**src/rtl/rpn_sequencer_pkg.sv**
```systemverilog
// Shared constants for the RPN sequencer: stack command codes, token kinds,
// error codes, controller states and the stack depth limit.
package rpn_sequencer_pkg;

    localparam int STK_DEPTH = 1024;
    localparam int DEPTH_W   = 11;
    localparam logic [DEPTH_W-1:0] DEPTH_MAX = 11'd1024;

    localparam logic [2:0] OP_NOP  = 3'b000;
    localparam logic [2:0] OP_PUSH = 3'b110;
    localparam logic [2:0] OP_POP  = 3'b111;
    localparam logic [2:0] OP_ADD  = 3'b100;
    localparam logic [2:0] OP_MUL  = 3'b101;

    localparam logic [1:0] TK_OPND = 2'b00;
    localparam logic [1:0] TK_ADD  = 2'b01;
    localparam logic [1:0] TK_MUL  = 2'b10;
    localparam logic [1:0] TK_END  = 2'b11;

    localparam logic [1:0] ERR_OK    = 2'b00;
    localparam logic [1:0] ERR_UNDER = 2'b01;
    localparam logic [1:0] ERR_FULL  = 2'b10;
    localparam logic [1:0] ERR_END   = 2'b11;

    typedef enum logic [3:0] {
        IDLE, DRAIN, FETCH, PUSH, EXEC, CAPT, POP2, PUSHR, FIN
    } state_t;

endpackage

```
**src/rtl/rpn_sequencer.sv**
```systemverilog
// RPN expression controller: consumes operand/operator tokens and sequences
// push/pop/add/mul commands to an external stack, tracking depth locally.
module rpn_sequencer import rpn_sequencer_pkg::*; #(
    parameter int N = 4
) (
    input  logic         clk,
    input  logic         rst,
    input  logic         start,
    input  logic         tok_valid,
    output logic         tok_ready,
    input  logic [1:0]   tok_kind,
    input  logic [N-1:0] tok_data,
    output logic [2:0]   stk_opcode,
    output logic [N-1:0] stk_data,
    input  logic [N-1:0] stk_result,
    input  logic         stk_ovf,
    output logic         busy,
    output logic         done,
    output logic [N-1:0] result,
    output logic         ovf,
    output logic [1:0]   err
);

    state_t              state, state_n;
    logic [DEPTH_W-1:0]  depth, depth_n;
    logic [1:0]          kind_q, kind_n;
    logic [N-1:0]        data_q, data_n;
    logic [N-1:0]        cap, cap_n;
    logic [N-1:0]        shadow, shadow_n;
    logic [N-1:0]        result_n;
    logic                ovf_n;
    logic [1:0]          err_n;

    assign busy = (state != IDLE);

    always_ff @(posedge clk or negedge rst) begin
        if (!rst) begin
            state  <= IDLE;
            depth  <= '0;
            kind_q <= TK_OPND;
            data_q <= '0;
            cap    <= '0;
            shadow <= '0;
            result <= '0;
            ovf    <= 1'b0;
            err    <= ERR_OK;
        end else begin
            state  <= state_n;
            depth  <= depth_n;
            kind_q <= kind_n;
            data_q <= data_n;
            cap    <= cap_n;
            shadow <= shadow_n;
            result <= result_n;
            ovf    <= ovf_n;
            err    <= err_n;
        end
    end

    always_comb begin
        state_n    = state;
        depth_n    = depth;
        kind_n     = kind_q;
        data_n     = data_q;
        cap_n      = cap;
        shadow_n   = shadow;
        result_n   = result;
        ovf_n      = ovf;
        err_n      = err;
        stk_opcode = OP_NOP;
        stk_data   = '0;
        tok_ready  = 1'b0;
        done       = 1'b0;
        case (state)
            IDLE: begin
                if (start) begin
                    state_n = (depth != '0) ? DRAIN : FETCH;
                    ovf_n   = 1'b0;
                    err_n   = ERR_OK;
                end
            end
            // leftovers from an aborted or malformed expression are discarded
            DRAIN: begin
                stk_opcode = OP_POP;
                depth_n    = depth - 11'd1;
                if (depth == 11'd1) state_n = FETCH;
            end
            FETCH: begin
                tok_ready = 1'b1;
                if (tok_valid) begin
                    kind_n = tok_kind;
                    data_n = tok_data;
                    case (tok_kind)
                        TK_OPND: begin
                            if (depth < DEPTH_MAX) state_n = PUSH;
                            else begin
                                err_n   = ERR_FULL;
                                state_n = FIN;
                            end
                        end
                        TK_ADD, TK_MUL: begin
                            if (depth < 11'd2) begin
                                err_n   = ERR_UNDER;
                                state_n = FIN;
                            end else state_n = EXEC;
                        end
                        default: begin
                            if (depth != 11'd1) err_n = ERR_END;
                            state_n = FIN;
                        end
                    endcase
                end
            end
            PUSH: begin
                stk_opcode = OP_PUSH;
                stk_data   = data_q;
                shadow_n   = data_q;
                depth_n    = depth + 11'd1;
                state_n    = FETCH;
            end
            EXEC: begin
                stk_opcode = (kind_q == TK_MUL) ? OP_MUL : OP_ADD;
                state_n    = CAPT;
            end
            // stack result is registered, so it is valid here, one cycle after EXEC
            CAPT: begin
                stk_opcode = OP_POP;
                depth_n    = depth - 11'd1;
                cap_n      = stk_result;
                ovf_n      = ovf | stk_ovf;
                state_n    = POP2;
            end
            POP2: begin
                stk_opcode = OP_POP;
                depth_n    = depth - 11'd1;
                state_n    = PUSHR;
            end
            PUSHR: begin
                stk_opcode = OP_PUSH;
                stk_data   = cap;
                shadow_n   = cap;
                depth_n    = depth + 11'd1;
                state_n    = FETCH;
            end
            FIN: begin
                done     = 1'b1;
                result_n = shadow;
                state_n  = IDLE;
            end
            default: state_n = IDLE;
        endcase
    end

endmodule

```
**config.mk**
```make
export PLATFORM = sky130hd
export DESIGN_NAME = rpn_sequencer
export DESIGN_NICKNAME = d
export VERILOG_FILES = /design/src/rtl/rpn_sequencer_pkg.sv /design/src/rtl/rpn_sequencer.sv
export SDC_FILE = /design/constraint.sdc
export NUM_CORES = 1
export LEC_CHECK = 0
export ABC_CLOCK_PERIOD_IN_PS = 1800
export CORE_ASPECT_RATIO = 2
export CORE_MARGIN = 1
export CORE_UTILIZATION = 50
export CTS_BUF_LIST = sky130_fd_sc_hd__clkbuf_8
export DETAILED_ROUTE_END_ITERATION = 10
export GPL_TIMING_DRIVEN = 0
export PLACE_DENSITY = 0.78
export SETUP_SLACK_MARGIN = 0.02
export SYNTH_ARGS = -nofsm -noshare
export SYNTH_HDL_FRONTEND = slang
export SYNTH_SLANG_ARGS = --single-unit
```
**constraint.sdc**
```tcl
create_clock -name clk -period 1.8 [get_ports clk]
set_clock_uncertainty 0.1 [all_clocks]
set_input_delay 0.36 -clock clk [delete_from_list [all_inputs] [get_ports clk]]
set_output_delay 0.36 -clock clk [all_outputs]
set_load 0.005 [all_outputs]
```
==> results <==
[logic make-up after synthesis]
group / synth area share [%]
and+or+nand+nor: 22.0
buffers and inverters: 6.15
xor gates and xnor gates: 4.18
AOI/OAI and AO/OA: 12.2
adders and majority gates: 3.58
DFF: 43.0
muxes: 8.84
[final timing paths]
path	start	end	slack (ps)
worst max-delay path	depth[1]	state[2]	-290
worst min-delay path	rst	depth[4]	30
worst max register to register	depth[1]	state[2]	-290
worst min register to register	shadow[0]	shadow[0]	380
max in group asynchronous	rst	depth[7]	980
min in group clk	shadow[0]	shadow[0]	380
[report_power, final]
part / internal, mW / switching (mW)
combinational: 1.61 / 1.74
sequential: 1.18 / 0.375
clock: 0.410 / 0.310
[through the flow]
stage | setup WS [ps] | power, mW | utilization (%)
2_1_floorplan | 51.6 | 2.80 | -
3_3_place_gp | -594 | 3.45 | 61.2
3_5_place_dp | -574 | 3.50 | 61.1
4_1_cts | -221 | 4.97 | 74.6
5_1_grt | -407 | 5.84 | 79.5
6_report | -290 | 5.62 | 79.5
[state kept, by name, indices dropped and copies added, names as in the netlist]
signal,count
cap,4
data_q,4
depth,11
err,2
kind_q,2
ovf,1
result,4
shadow,4
state,4
[cell usage in the layout, fill, tap and decap left out, types with 4 or more instances in the layout]
cell,netlist,routed
nand2_1,10,8
nor3_1,11,7
o21ai_1,5,4
buf_6,2,13
dfrtp_2,0,5
nor2_1,16,9
clkdlybuf4s50_1,0,18
nor4_4,0,6
nor2_4,0,5
a21oi_1,8,6
dfrtp_1,36,31
buf_4,2,28
a21o_1,5,5
ha_1,6,4
buf_2,2,10
inv_1,10,7
mux2_2,8,8
nor3_2,1,4
clkbuf_8,1,7
xnor2_1,10,10
[repair_timing]
item / 4_1_cts / 5_1_grt
endpoints found under the hold margin: 0 / 0
gates cloned: 2 / 0
pin swaps: 22 / 12
setup buffers: 27 / 8
resized for setup: 94 / 37
endpoints found under the setup margin: 24 / 33
[area by class of cell]
class	count	area share, %
timing repair buffer	68	18.0
clock inverter	3	1.32
multi-input combinational	145	42.6
inverter	11	1.36
buffer	10	4.43
sequential	36	28.2
clock buffer	5	2.14
tap	52	2.02
[layer usage]
metal  global-route usage [%]  part of all wire [%]
met1                     34.0                    32
met2                     56.3                    53
met3                     6.56                   5.8
met4                     22.5                   8.9
met5                        0                     0
==> impl_summary.md <==
Synthesis
After synthesis the cells add up to 0.00209 mm². Sorting the synthesized cells by area gives the leading types as dfrtp_1, mux2_2, xnor2_1, ha_1, nor2_1. Sorting the synthesized cells by how often they occur yields dfrtp_1, nor2_1, nor3_1. The predominant post-synthesis flop cell is dfrtp_1.

The synthesized design spends more area on one cell type than any other, namely dfrtp_1. The number of synthesis warnings is 0. The number of flip-flops and latches in the synthesized netlist is 36. In the synthesized netlist the async set-or-reset flop fraction comes to 100%. The portion of synthesized cell area occupied by the leading cell type is 43.0%.

The synthesized netlist cell count is 203. The number of enable flip-flop cells after synthesis is 0. Averaged over all synthesized cells, the footprint is 10.3 µm². The post-synthesis cell type count is 53. Yosys instantiated no cell more often than dfrtp_1. Of the synthesized area, sequential elements account for 43.0%. The total nets after synthesis is 224.

Setup path
STA classifies the critical path endpoint as a flop. Counting both buffers and inverters, the worst setup path holds a total of 1. Data arrives at the worst endpoint at 2200 ps. Walking the worst path, the cells encountered are inv_2 -> ha_2 -> nor2b_2 -> nand4_1 -> a221o_1 -> a21oi_2. The data required time at the worst endpoint is 1910 ps.

The delay contributed by the slowest stage of the critical path is 440 ps. In this run the worst path has a maximum fanout of 4. On the critical path, the stage with the largest delay is an instance of dfrtp_2. The cell class contributing the biggest share of worst-path delay is compound AO/OA/AOI/OAI gates.

STA classifies the critical path startpoint as a flop. Counting cells, the worst reg-to-reg path comes to 6. The critical path class is reg2reg. The critical path runs through a total of 6 cells.

Status
The flow ran to the end, but the final reports show violations. The final reports fail on negative setup slack.

Final layout
Of the cells placed in the final design, the portion with a size suffix greater than 1 is 48.6%. The layout overhead on the synthesized area is 53.6%. The filler-free cell count of the finished design is 330. The number of inserted diodes is 0. After the last flow step, the layout net total stands at 298. The sequential standard cell area is 907 µm². The final standard cell area without fillers is 0.00322 mm². Fill cells in the final layout number 249. The area of the multi-input gates is 0.00137 mm².

Placement
The total half-perimeter wirelength after legalization and detailed placement is 3650 µm. The placement-stage cell area is 0.00247 mm². At the end of routability-driven placement, the weighted congestion stood at 0.945.

The count of buffers from port buffering is 31. The post-placement cell count is 286.

Timing
The number of max-slew violations in the final report is 0. Setup total negative slack on the finished layout was measured at -3380 ps. The number of hold violations in the final report came to 0. The worst-margin pin slew is 804 ps.

For the finished layout, the period the worst path requires is 2090 ps. The post-route fraction of the period consumed by the critical path is 116%. Setup repair after global routing could not meet its margin everywhere.

Hold is met by 34.7 ps. The remaining max-slew budget at the tightest pin is 46.4%. The final worst slack is -290 ps. Timing would allow up to 0.478 GHz. The total of endpoints with negative setup slack in the final report is 24.

Clock network
After clock tree synthesis, the clock-pin slew on the worst setup and hold paths is 80 ps. The clock net in this run drives a total of 36 sinks. CTS placed an instance of clkbuf_8 at the clock tree root. TritonCTS built the clock tree. The TritonCTS buffer count is 5. In this run, post-CTS hold repair placed 0 buffers. The clock latency of the later-clocked register in the worst-skew pair is 300 ps. The clock passes through at most 2 buffers.

The H-tree was split into 2 levels.

Floorplanning
Pin placement for this block handled 32 I/O pins. For this configuration, the core starts out at a cell density of 51.8%. The floorplan die height is 93.5 µm. Row generation in the floorplan step produced 33 rows.

After floorplanning, the core was sized to cover 0.00405 mm². The die covers 0.00447 mm². The die span in x is 47.8 µm.

Drt
The total wirelength of the detailed-routed design is 7610 µm. Before antenna repair, the detailed router went through 4 iterations. After detailed routing, the number of remaining DRC violations is 0. Dividing the detail-routed wire length by the instance count gives 23.1 µm. The number of DRC markers after the initial detailed-route iteration is 175.

The vias per cell is 6.37. The antenna violation net count after detailed routing is 0. The total via count after detailed routing is 2102.

Global routing
The first global-routing pass estimated 10200 µm of wire. The via count of the first global-routing pass is 2075. The initial antenna violation count is 0. Summed over all layers, the global routing overflow is 0. The all-layer global routing usage is 33.4%. Entering global routing, the biggest net connects 37 pins.

Pwr
IR analysis of the VDD net gives a maximum drop of 1.24 mV. The leakage power summed over all cells is 1.38 nW. The power density relative to cell area is 1750 mW/mm².

Job
The number of maximum-capacitance violations is 0.

Min path
The worst hold-check path type is in2async.
Power figures use the tool's default switching activity.
